File: src/rtl/uart_pkg.sv
`default_nettype none
// ============================================================================
// Module      : uart_pkg
// Description : Shared UART definitions: default clocks-per-bit and the
//               receiver/transmitter state encodings.
// Revision    : 1.0 - initial release
// ============================================================================
package uart_pkg;

    // Default clocks per bit (e.g. 25 MHz / 115200 baud).
    localparam int c_CPB_DEFAULT = 217;

    // State encoding shared by the UART receiver and transmitter.
    localparam int         c_ST_W       = 3;
    localparam logic [2:0] c_ST_IDLE    = 3'd0;
    localparam logic [2:0] c_ST_START   = 3'd1;
    localparam logic [2:0] c_ST_DATA    = 3'd2;
    localparam logic [2:0] c_ST_PARITY  = 3'd3;
    localparam logic [2:0] c_ST_STOP    = 3'd4;
    localparam logic [2:0] c_ST_CLEANUP = 3'd5;

endpackage
`default_nettype wire

File: src/rtl/uart_sync_2ff.sv
`default_nettype none
// ============================================================================
// Module      : uart_sync_2ff
// Description : Two-flop synchronizer for a single asynchronous bit. Both
//               flops reset to 1 so an idle-high serial line never produces
//               a spurious falling edge out of reset.
// Ports       : clk     - system clock
//               rst     - asynchronous active-high reset
//               i_async - asynchronous input
//               o_sync  - synchronized output
// Revision    : 1.0 - initial release
// ============================================================================
module uart_sync_2ff (
    input  logic clk,
    input  logic rst,
    input  logic i_async,
    output logic o_sync
);

    logic r_meta;
    logic r_sync;

    always_ff @(posedge clk or posedge rst) begin
        if (rst) begin
            r_meta <= 1'b1;
            r_sync <= 1'b1;
        end else begin
            r_meta <= i_async;
            r_sync <= r_meta;
        end
    end

    assign o_sync = r_sync;

endmodule
`default_nettype wire

File: src/rtl/uart_rx.sv
`default_nettype none
// ============================================================================
// Module      : uart_rx
// Description : UART receiver, 8 data bits LSB first, one stop bit. Samples
//               the middle of each bit using a clocks-per-bit counter.
//               Optional even-parity support is compiled in with the macro
//               UART_RX_PARITY_EN (adds PARITY state and rx_parity_err).
// Parameters  : cpb           - clocks per bit (8..65535)
// Ports       : clk           - system clock (rising edge)
//               rst           - asynchronous active-high reset
//               rx_serial_in  - asynchronous serial line, idle high
//               rx_dv         - one-clock pulse, rx_data_out holds a new byte
//               rx_data_out   - last valid byte received
//               rx_active     - high from start detection until back in IDLE
//               rx_frame_err  - one-clock pulse when the stop bit is low
//               rx_parity_err - (UART_RX_PARITY_EN only) one-clock pulse on
//                               parity mismatch; rx_dv is suppressed
// Revision    : 1.0 - initial release
// ============================================================================
module uart_rx
    import uart_pkg::*;
#(
    parameter int cpb = c_CPB_DEFAULT
) (
    input  logic       clk,
    input  logic       rst,
    input  logic       rx_serial_in,
    output logic       rx_dv,
    output logic [7:0] rx_data_out,
    output logic       rx_active,
    output logic       rx_frame_err
`ifdef UART_RX_PARITY_EN
    ,
    output logic       rx_parity_err
`endif
);

    localparam int                 c_CNT_W    = $clog2(cpb);
    localparam logic [c_CNT_W-1:0] c_CNT_LAST = c_CNT_W'(cpb - 1);
    localparam logic [c_CNT_W-1:0] c_CNT_MID  = c_CNT_W'((cpb - 1) / 2);

    logic               w_rx;
    logic [c_ST_W-1:0]  r_state,   w_state_nxt;
    logic [c_CNT_W-1:0] r_cnt,     w_cnt_nxt;
    logic [2:0]         r_bit_idx, w_bit_idx_nxt;
    logic [7:0]         r_shift,   w_shift_nxt;
    logic [7:0]         r_data,    w_data_nxt;
    logic               r_dv,      w_dv_nxt;
    logic               r_active,  w_active_nxt;
    logic               r_ferr,    w_ferr_nxt;
    // Set once the synchronized line has been seen high; a start is only
    // accepted while armed, which gives falling-edge detection that also
    // catches an edge landing in CLEANUP and blocks restarts during a break.
    logic               r_armed,   w_armed_nxt;
`ifdef UART_RX_PARITY_EN
    logic               r_par_bad, w_par_bad_nxt;
    logic               r_perr,    w_perr_nxt;
`endif

    uart_sync_2ff u_sync (
        .clk     (clk),
        .rst     (rst),
        .i_async (rx_serial_in),
        .o_sync  (w_rx)
    );

    always_ff @(posedge clk or posedge rst) begin
        if (rst) begin
            r_state   <= c_ST_IDLE;
            r_cnt     <= '0;
            r_bit_idx <= '0;
            r_shift   <= '0;
            r_data    <= '0;
            r_dv      <= 1'b0;
            r_active  <= 1'b0;
            r_ferr    <= 1'b0;
            r_armed   <= 1'b1;
`ifdef UART_RX_PARITY_EN
            r_par_bad <= 1'b0;
            r_perr    <= 1'b0;
`endif
        end else begin
            r_state   <= w_state_nxt;
            r_cnt     <= w_cnt_nxt;
            r_bit_idx <= w_bit_idx_nxt;
            r_shift   <= w_shift_nxt;
            r_data    <= w_data_nxt;
            r_dv      <= w_dv_nxt;
            r_active  <= w_active_nxt;
            r_ferr    <= w_ferr_nxt;
            r_armed   <= w_armed_nxt;
`ifdef UART_RX_PARITY_EN
            r_par_bad <= w_par_bad_nxt;
            r_perr    <= w_perr_nxt;
`endif
        end
    end

    always_comb begin
        w_state_nxt   = r_state;
        w_cnt_nxt     = r_cnt;
        w_bit_idx_nxt = r_bit_idx;
        w_shift_nxt   = r_shift;
        w_data_nxt    = r_data;
        w_dv_nxt      = 1'b0;
        w_ferr_nxt    = 1'b0;
        w_active_nxt  = r_active;
        w_armed_nxt   = r_armed | w_rx;
`ifdef UART_RX_PARITY_EN
        w_par_bad_nxt = r_par_bad;
        w_perr_nxt    = 1'b0;
`endif
        case (r_state)
            c_ST_IDLE: begin
                w_cnt_nxt     = '0;
                w_bit_idx_nxt = '0;
                if (r_armed && !w_rx) begin
                    w_state_nxt  = c_ST_START;
                    w_active_nxt = 1'b1;
                    w_armed_nxt  = 1'b0;
                end
            end
            c_ST_START: begin
                if (r_cnt == c_CNT_MID) begin
                    w_cnt_nxt = '0;
                    if (!w_rx) begin
                        w_state_nxt = c_ST_DATA;
                    end else begin
                        // Start bit gone by mid-bit: treat as a glitch.
                        w_state_nxt  = c_ST_IDLE;
                        w_active_nxt = 1'b0;
                    end
                end else begin
                    w_cnt_nxt = r_cnt + 1'b1;
                end
            end
            c_ST_DATA: begin
                if (r_cnt == c_CNT_LAST) begin
                    w_cnt_nxt     = '0;
                    w_shift_nxt   = {w_rx, r_shift[7:1]};
                    w_bit_idx_nxt = r_bit_idx + 1'b1;
                    if (r_bit_idx == 3'd7) begin
`ifdef UART_RX_PARITY_EN
                        w_state_nxt = c_ST_PARITY;
`else
                        w_state_nxt = c_ST_STOP;
`endif
                    end
                end else begin
                    w_cnt_nxt = r_cnt + 1'b1;
                end
            end
`ifdef UART_RX_PARITY_EN
            c_ST_PARITY: begin
                if (r_cnt == c_CNT_LAST) begin
                    w_cnt_nxt     = '0;
                    // Even parity: data bits plus parity bit XOR to zero.
                    w_par_bad_nxt = ^{r_shift, w_rx};
                    w_state_nxt   = c_ST_STOP;
                end else begin
                    w_cnt_nxt = r_cnt + 1'b1;
                end
            end
`endif
            c_ST_STOP: begin
                if (r_cnt == c_CNT_LAST) begin
                    w_cnt_nxt   = '0;
                    w_state_nxt = c_ST_CLEANUP;
`ifdef UART_RX_PARITY_EN
                    w_perr_nxt  = r_par_bad;
                    if (w_rx && !r_par_bad) begin
`else
                    if (w_rx) begin
`endif
                        w_dv_nxt   = 1'b1;
                        w_data_nxt = r_shift;
                    end else if (!w_rx) begin
                        w_ferr_nxt  = 1'b1;
                        // Line is low at stop: require it to go high before
                        // another start is accepted (break handling).
                        w_armed_nxt = 1'b0;
                    end
                end else begin
                    w_cnt_nxt = r_cnt + 1'b1;
                end
            end
            c_ST_CLEANUP: begin
                w_state_nxt  = c_ST_IDLE;
                w_active_nxt = 1'b0;
            end
            default: begin
                w_state_nxt  = c_ST_IDLE;
                w_active_nxt = 1'b0;
            end
        endcase
    end

    assign rx_dv        = r_dv;
    assign rx_data_out  = r_data;
    assign rx_active    = r_active;
    assign rx_frame_err = r_ferr;
`ifdef UART_RX_PARITY_EN
    assign rx_parity_err = r_perr;
`endif

endmodule
`default_nettype wire

File: config.mk
export PLATFORM = sky130hd
export DESIGN_NAME = uart_rx
export DESIGN_NICKNAME = d
export VERILOG_FILES = /design/src/rtl/uart_pkg.sv /design/src/rtl/uart_sync_2ff.sv /design/src/rtl/uart_rx.sv
export SDC_FILE = /design/constraint.sdc
export NUM_CORES = 1
export LEC_CHECK = 0
export ABC_AREA = 1
export CAP_MARGIN = 20
export CORE_ASPECT_RATIO = 0.5
export CORE_MARGIN = 1
export CORE_UTILIZATION = 44
export CTS_BUF_LIST = sky130_fd_sc_hd__clkbuf_4
export DETAILED_ROUTE_END_ITERATION = 8
export GPL_TIMING_DRIVEN = 0
export HOLD_SLACK_MARGIN = 0.08
export PLACE_DENSITY_LB_ADDON = 0.25
export REMOVE_ABC_BUFFERS = 1
export SYNTH_ARGS = -nofsm -noshare
export SYNTH_HDL_FRONTEND = slang
export SYNTH_HIERARCHICAL = 1
export SYNTH_SLANG_ARGS = --single-unit
File: constraint.sdc
create_clock -name clk -period 1.73 [get_ports clk]
set_input_delay 0.2595 -clock clk [delete_from_list [all_inputs] [get_ports clk]]
set_output_delay 0.2595 -clock clk [all_outputs]
set_load 0.02 [all_outputs]
# Word-level counts from Yosys, hierarchy flattened

Index checks and enable logic that the tools add are counted.

$add $sub $neg: 2
Equality and inequality tests: 12
Multiplexer cells: 26
Bitwise operators: 2
Reductions and logical operators: 11

Operators with widths:

| operator              | number |
|---|---|
| $pmux W8 S3           | 1 |
| $mux W3               | 6 |
| $mux W8               | 2 |
| $mux W1               | 12 |
| $pmux W3 S4           | 1 |
| $ne A2 B2 Y1 const B  | 5 |
| $add A8 B1 Y8 const B | 1 |
| $eq A8 B7 Y1 const B  | 1 |
| $eq A8 B8 Y1 const B  | 1 |
| $eq A3 B3 Y1 const B  | 2 |
| $pmux W3 S2           | 1 |
| $reduce_and A5 Y1     | 1 |
| $reduce_and A2 Y1     | 2 |
| $reduce_and A4 Y1     | 1 |
| $add A3 B1 Y3 const B | 1 |
| $eq A3 B1 Y1 const B  | 1 |
| $eq A3 B2 Y1 const B  | 1 |
| $logic_not A3 Y1      | 1 |
| $pmux W1 S3           | 1 |
| $reduce_and A3 Y1     | 1 |
| $reduce_bool A3 Y1    | 1 |
| $mux W2               | 1 |
| $ne A2 B1 Y1 const B  | 1 |
| $pmux W1 S2           | 1 |
| 6 further kinds       | 6 |

Flip-flop bits (word level): 36
Input bits: 3
Output and inout port bits: 11
Logic and storage cells: 64

# Logic depth before layout (Yosys ltp)

Word-level depth: 4
Depth in mapped cells: 9

# By module

The synthesis kept the hierarchy.

By module, submodules not included:

| module        | instances | cells each | area an instance (um2) | seq. area each (um2) |
|---|---|---|---|---|
| uart_rx       | 1         | 208        | 1,747.9                | 852.1 |
| uart_sync_2ff | 1         | 3          | 56.3                   | 52.6 |

# Least setup slack after synthesis

OpenSTA, ideal clock, no wires.

Path type: register to register
Start point: register r_cnt[0]
End point: register r_data[1], in the netlist rx_data_out[1]
Arrival: 1.312 ns
Path slack: 0.299 ns
Cell stages (with the launch flop): 9
Clock period less this slack: 1.431 ns
Cell sequence: dfrtp_1 -> inv_1 -> ha_1 -> nand3_1 -> nor2_4 -> nand3_4 -> buf_6 -> nand2_2 -> o21ai_2

Longest elaborated chain between the ends: 2

Ends and longest elaborated chain:

| item                               | line           | text |
|---|---|---|
| start: declaration                 | uart_rx.sv:44  | `logic [c_CNT_W-1:0] r_cnt, w_cnt_nxt;` |
| start signal: assignment           | uart_rx.sv:84  | `r_cnt <= w_cnt_nxt;` |
| $eq A8 B8 Y1                       | uart_rx.sv:166 | `if (r_cnt == c_CNT_LAST) begin` |
| $reduce_and A3 Y1 (no source line) | n/a            |  |
| end signal: assignment             | uart_rx.sv:87  | `r_data <= w_data_nxt;` |
| end: declaration                   | uart_rx.sv:47  | `logic [7:0] r_data, w_data_nxt;` |

No other way between the ends.
A chain may end at the register's enable or synchronous reset.

# Final worst setup path

Start point: register r_data[1], in the netlist rx_data_out[1]
End point: output port rx_data_out[1]

RTL lines:

| item             | line          | text |
|---|---|---|
| end: declaration | uart_rx.sv:29 | `output logic [7:0] rx_data_out,` |

No word-level cell between the ends.

==> results_dict.tcl <==
set metrics [dict create \
    hp-class "in2async" \
    drtAntennaViolNets 0 \
    power.internal_mw 1.44 \
    finalNonFillerCells 286 \
    fp.dieW_um 92.6 \
    syn_to_final_growth_pct 18.0 \
    combPwrFrac_pct 27.5 \
    fmax_ghz 0.631 \
    top_usage_layer "met2" \
    antenna_found_initial 0 \
    ys_warn_count 6 \
    synth_area_leaders "dfrtp_1 (46%), nand2_1 (13%), inv_1 (6.7%)" \
    fp.dieH_um 47.3 \
    vdd_ir_drop_max_uv 381 \
    final_cell_mix "nand2_1 (61), dfrtp_1 (33), inv_1 (32)" \
    worstSetupPathType "reg2out" \
    rsz0062_at_grt "false" \
    port_buffers 13 \
    grt.total_usage_pct 16.2 \
    crit_family "buffers and inverters" \
    finClkSkew_ns 0.00719 \
    overflow 0 \
    drt_wl_total_um 3280 \
    dpl.cell_count 276 \
    grt_pass1_wl_um 5280 \
    switching_share_pct 35.1 \
    p_leak_nw 1.02 \
    crit_required_ns 1.47 \
    p_clk_share_pct 27.2 \
    ys_types 23 \
    pre_cts_ws_ns 0.00635 \
    htreeDepth 2 \
    cp.arrival_ns 1.33 \
    drt-wirelength-per-cell_um 11.5 \
    timing.slew.headroom_pct 66.2 \
    synth_seq_area_share_pct 50.1 \
    final_common_cell "nand2_1" \
    cp_slowest_cell "clkdlybuf4s50_1" \
    clockBufferDepth 2 \
    synth-async-reset-ratio_pct 100 \
    remaining_drc_errors 0 \
    num-nets-final 238 \
    endpoint_kind "primary output" \
    met3_usage_pct 5.02 \
    setup_viol_count_final 0 \
    worstMarginPinSlew_ns 0.507 \
    start_util_pct 46.0 \
    postLayoutCoreUtil_pct 54.3 \
    timing.final.ws_setup_ns 0.145 \
    startpoint_type "register" \
    critPathMaxStageDelay_ns 0.61 \
    grt_start_max_net_pins 25 \
    place.gp.congestion 0.845 \
    synth-seq-cells 36 \
    grt_pass1_vias 1182 \
    synthCells 211 \
    drive_above_1_share_pct 17.2 \
    vias 1381 \
    drv_slew 0 \
    power.switching_mw 0.779 \
    synth-main-ff-cell "dfrtp_1" \
    finalHoldViolations 0 \
    dp.final_hpwl_um 2350 \
    numCtsBuffers 5 \
    p_per_area_nw_per_um2 1040 \
    insertion_delay_ns 0.34 \
    insertedDiodeCount 0 \
    vias_per_cell 4.83 \
    synth_top_cell_by_area "dfrtp_1" \
    cp_max_fo 2 \
    crit_path_cell_trace "clkdlybuf4s50_1" \
    met1_usage_pct 21.6 \
    timing.final.crit_share_pct 91.6 \
    avgSynthCellArea_um2 8.55 \
    dr.pass1.iters 4 \
    drtIter0Drc 63 \
    synth_edf_count 0 \
    met2_usage_pct 25.8 \
    drv_cap 0 \
    outcome "complete, no violations" \
    cts.hold.buffers_added 0 \
    dieArea_um2 4380 \
    clock_sinks 36 \
    coreArea_um2 3920 \
    critPathBufInv 1 \
    io_pins 14 \
    fill_cells 379 \
    syn_area_um2 1800 \
    synth_top_area_share_pct 45.8 \
    cts_root_buffer "clkbuf_4" \
    seq_power_share_pct 45.3 \
    rows 16 \
    clk_pin_slew_worst_paths_ns 0.11 \
    cts_tree "yes" \
    layout_min_cycle_time_ns 1.59 \
]
-- logic make-up (layout without fill, tap and decap cells) --
family          Yosys count  after routing  synth area share (%)
xor+xnor                  3              3                  1.46
buf+inv                  36             56                  8.81
flops                    36             36                  50.1
compound gates           24             24                  9.43
simple gates            108            109                  27.4
fa+ha+maj                 4              4                  2.77
-- final timing paths --
path	start	endpoint	slack (ns)	cells after the start
worst max-delay path	rx_data_out[1]$_DFFE_PP0P_	rx_data_out[1]	0.14	1
worst min-delay path	rst	r_cnt[3]$_DFFE_PP0P_	0.27	2
min in group clk	rx_serial_in	u_sync/r_meta$_DFF_PP1_	0.32	1
worst max register to register	r_cnt[0]$_DFFE_PP0P_	rx_data_out[7]$_DFFE_PP0P_	0.16	9
max in group asynchronous	rst	r_armed$_DFF_PP1_	0.90	3
worst min register to register	u_sync/r_meta$_DFF_PP1_	u_sync/o_sync$_DFF_PP1_	0.36	0
-- cells in the mapped netlist (all sizes together) (3+ instances only) --
cell type and count:
xor2 3, nand4 5, nor2 16, dfstp 3
nand2 68, dfrtp 33, buf 3, o21ai 22
nand3 16, inv 32, ha 4
-- flip-flops by register name, indices dropped and copies added (netlist names) --
signal,cells
u_sync/r_meta,1
rx_frame_err,1
rx_data_out,8
r_bit_idx,3
r_cnt,8
r_shift,8
rx_active,1
u_sync/o_sync,1
r_armed,1
r_state,3
rx_dv,1
-- routing by layer --
metal	part of all wire [%]	wire length, um
met1	49	1620
met2	47	1540
met3	3.2	106
met4	0.67	22
met5	0	0
-- timing repair --
action,CTS,global route
hold endpoints to repair,0,0
setup buffers,0,1
setup endpoints to repair,4,20
gates resized for setup,1,3
pin swaps,0,2
gates cloned,0,1
-- power groups by stage --
stage	sequential [mW]	clock, mW	combinational, mW
3_5_place_dp	1.02	0	0.593
5_1_grt	1.02	0.653	0.701
3_3_place_gp	1.02	0	0.569
2_1_floorplan	1.02	0	0.426
6_report	1.01	0.604	0.611
4_1_cts	1.00	0.621	0.597
-- stage by stage --
stage / instance area [um^2] / hold WS [ns] / TNS [ns] / power, mW
floorplan: 1770 / 0.171 / 0 / 1.45
global placement: 1970 / 0.346 / -3.76 / 1.58
detailed placement: 2000 / 0.347 / 0 / 1.61
CTS: 2080 / 0.259 / 0 / 2.22
global route: 2130 / 0.291 / 0 / 2.38
finish: 2130 / 0.269 / 0 / 2.22
-- area by class of cell --
cell class / count / area, um^2 / area share (%)
clock buffer: 6 / 45.0 / 2.12
clock inverter: 2 / 35.0 / 1.65
inverter: 33 / 125 / 5.88
multi-input combinational: 140 / 774 / 36.4
sequential: 36 / 905 / 42.5
tap: 54 / 67.6 / 3.17
timing repair buffer: 15 / 178 / 8.34
Power figures use the tool's default switching activity.
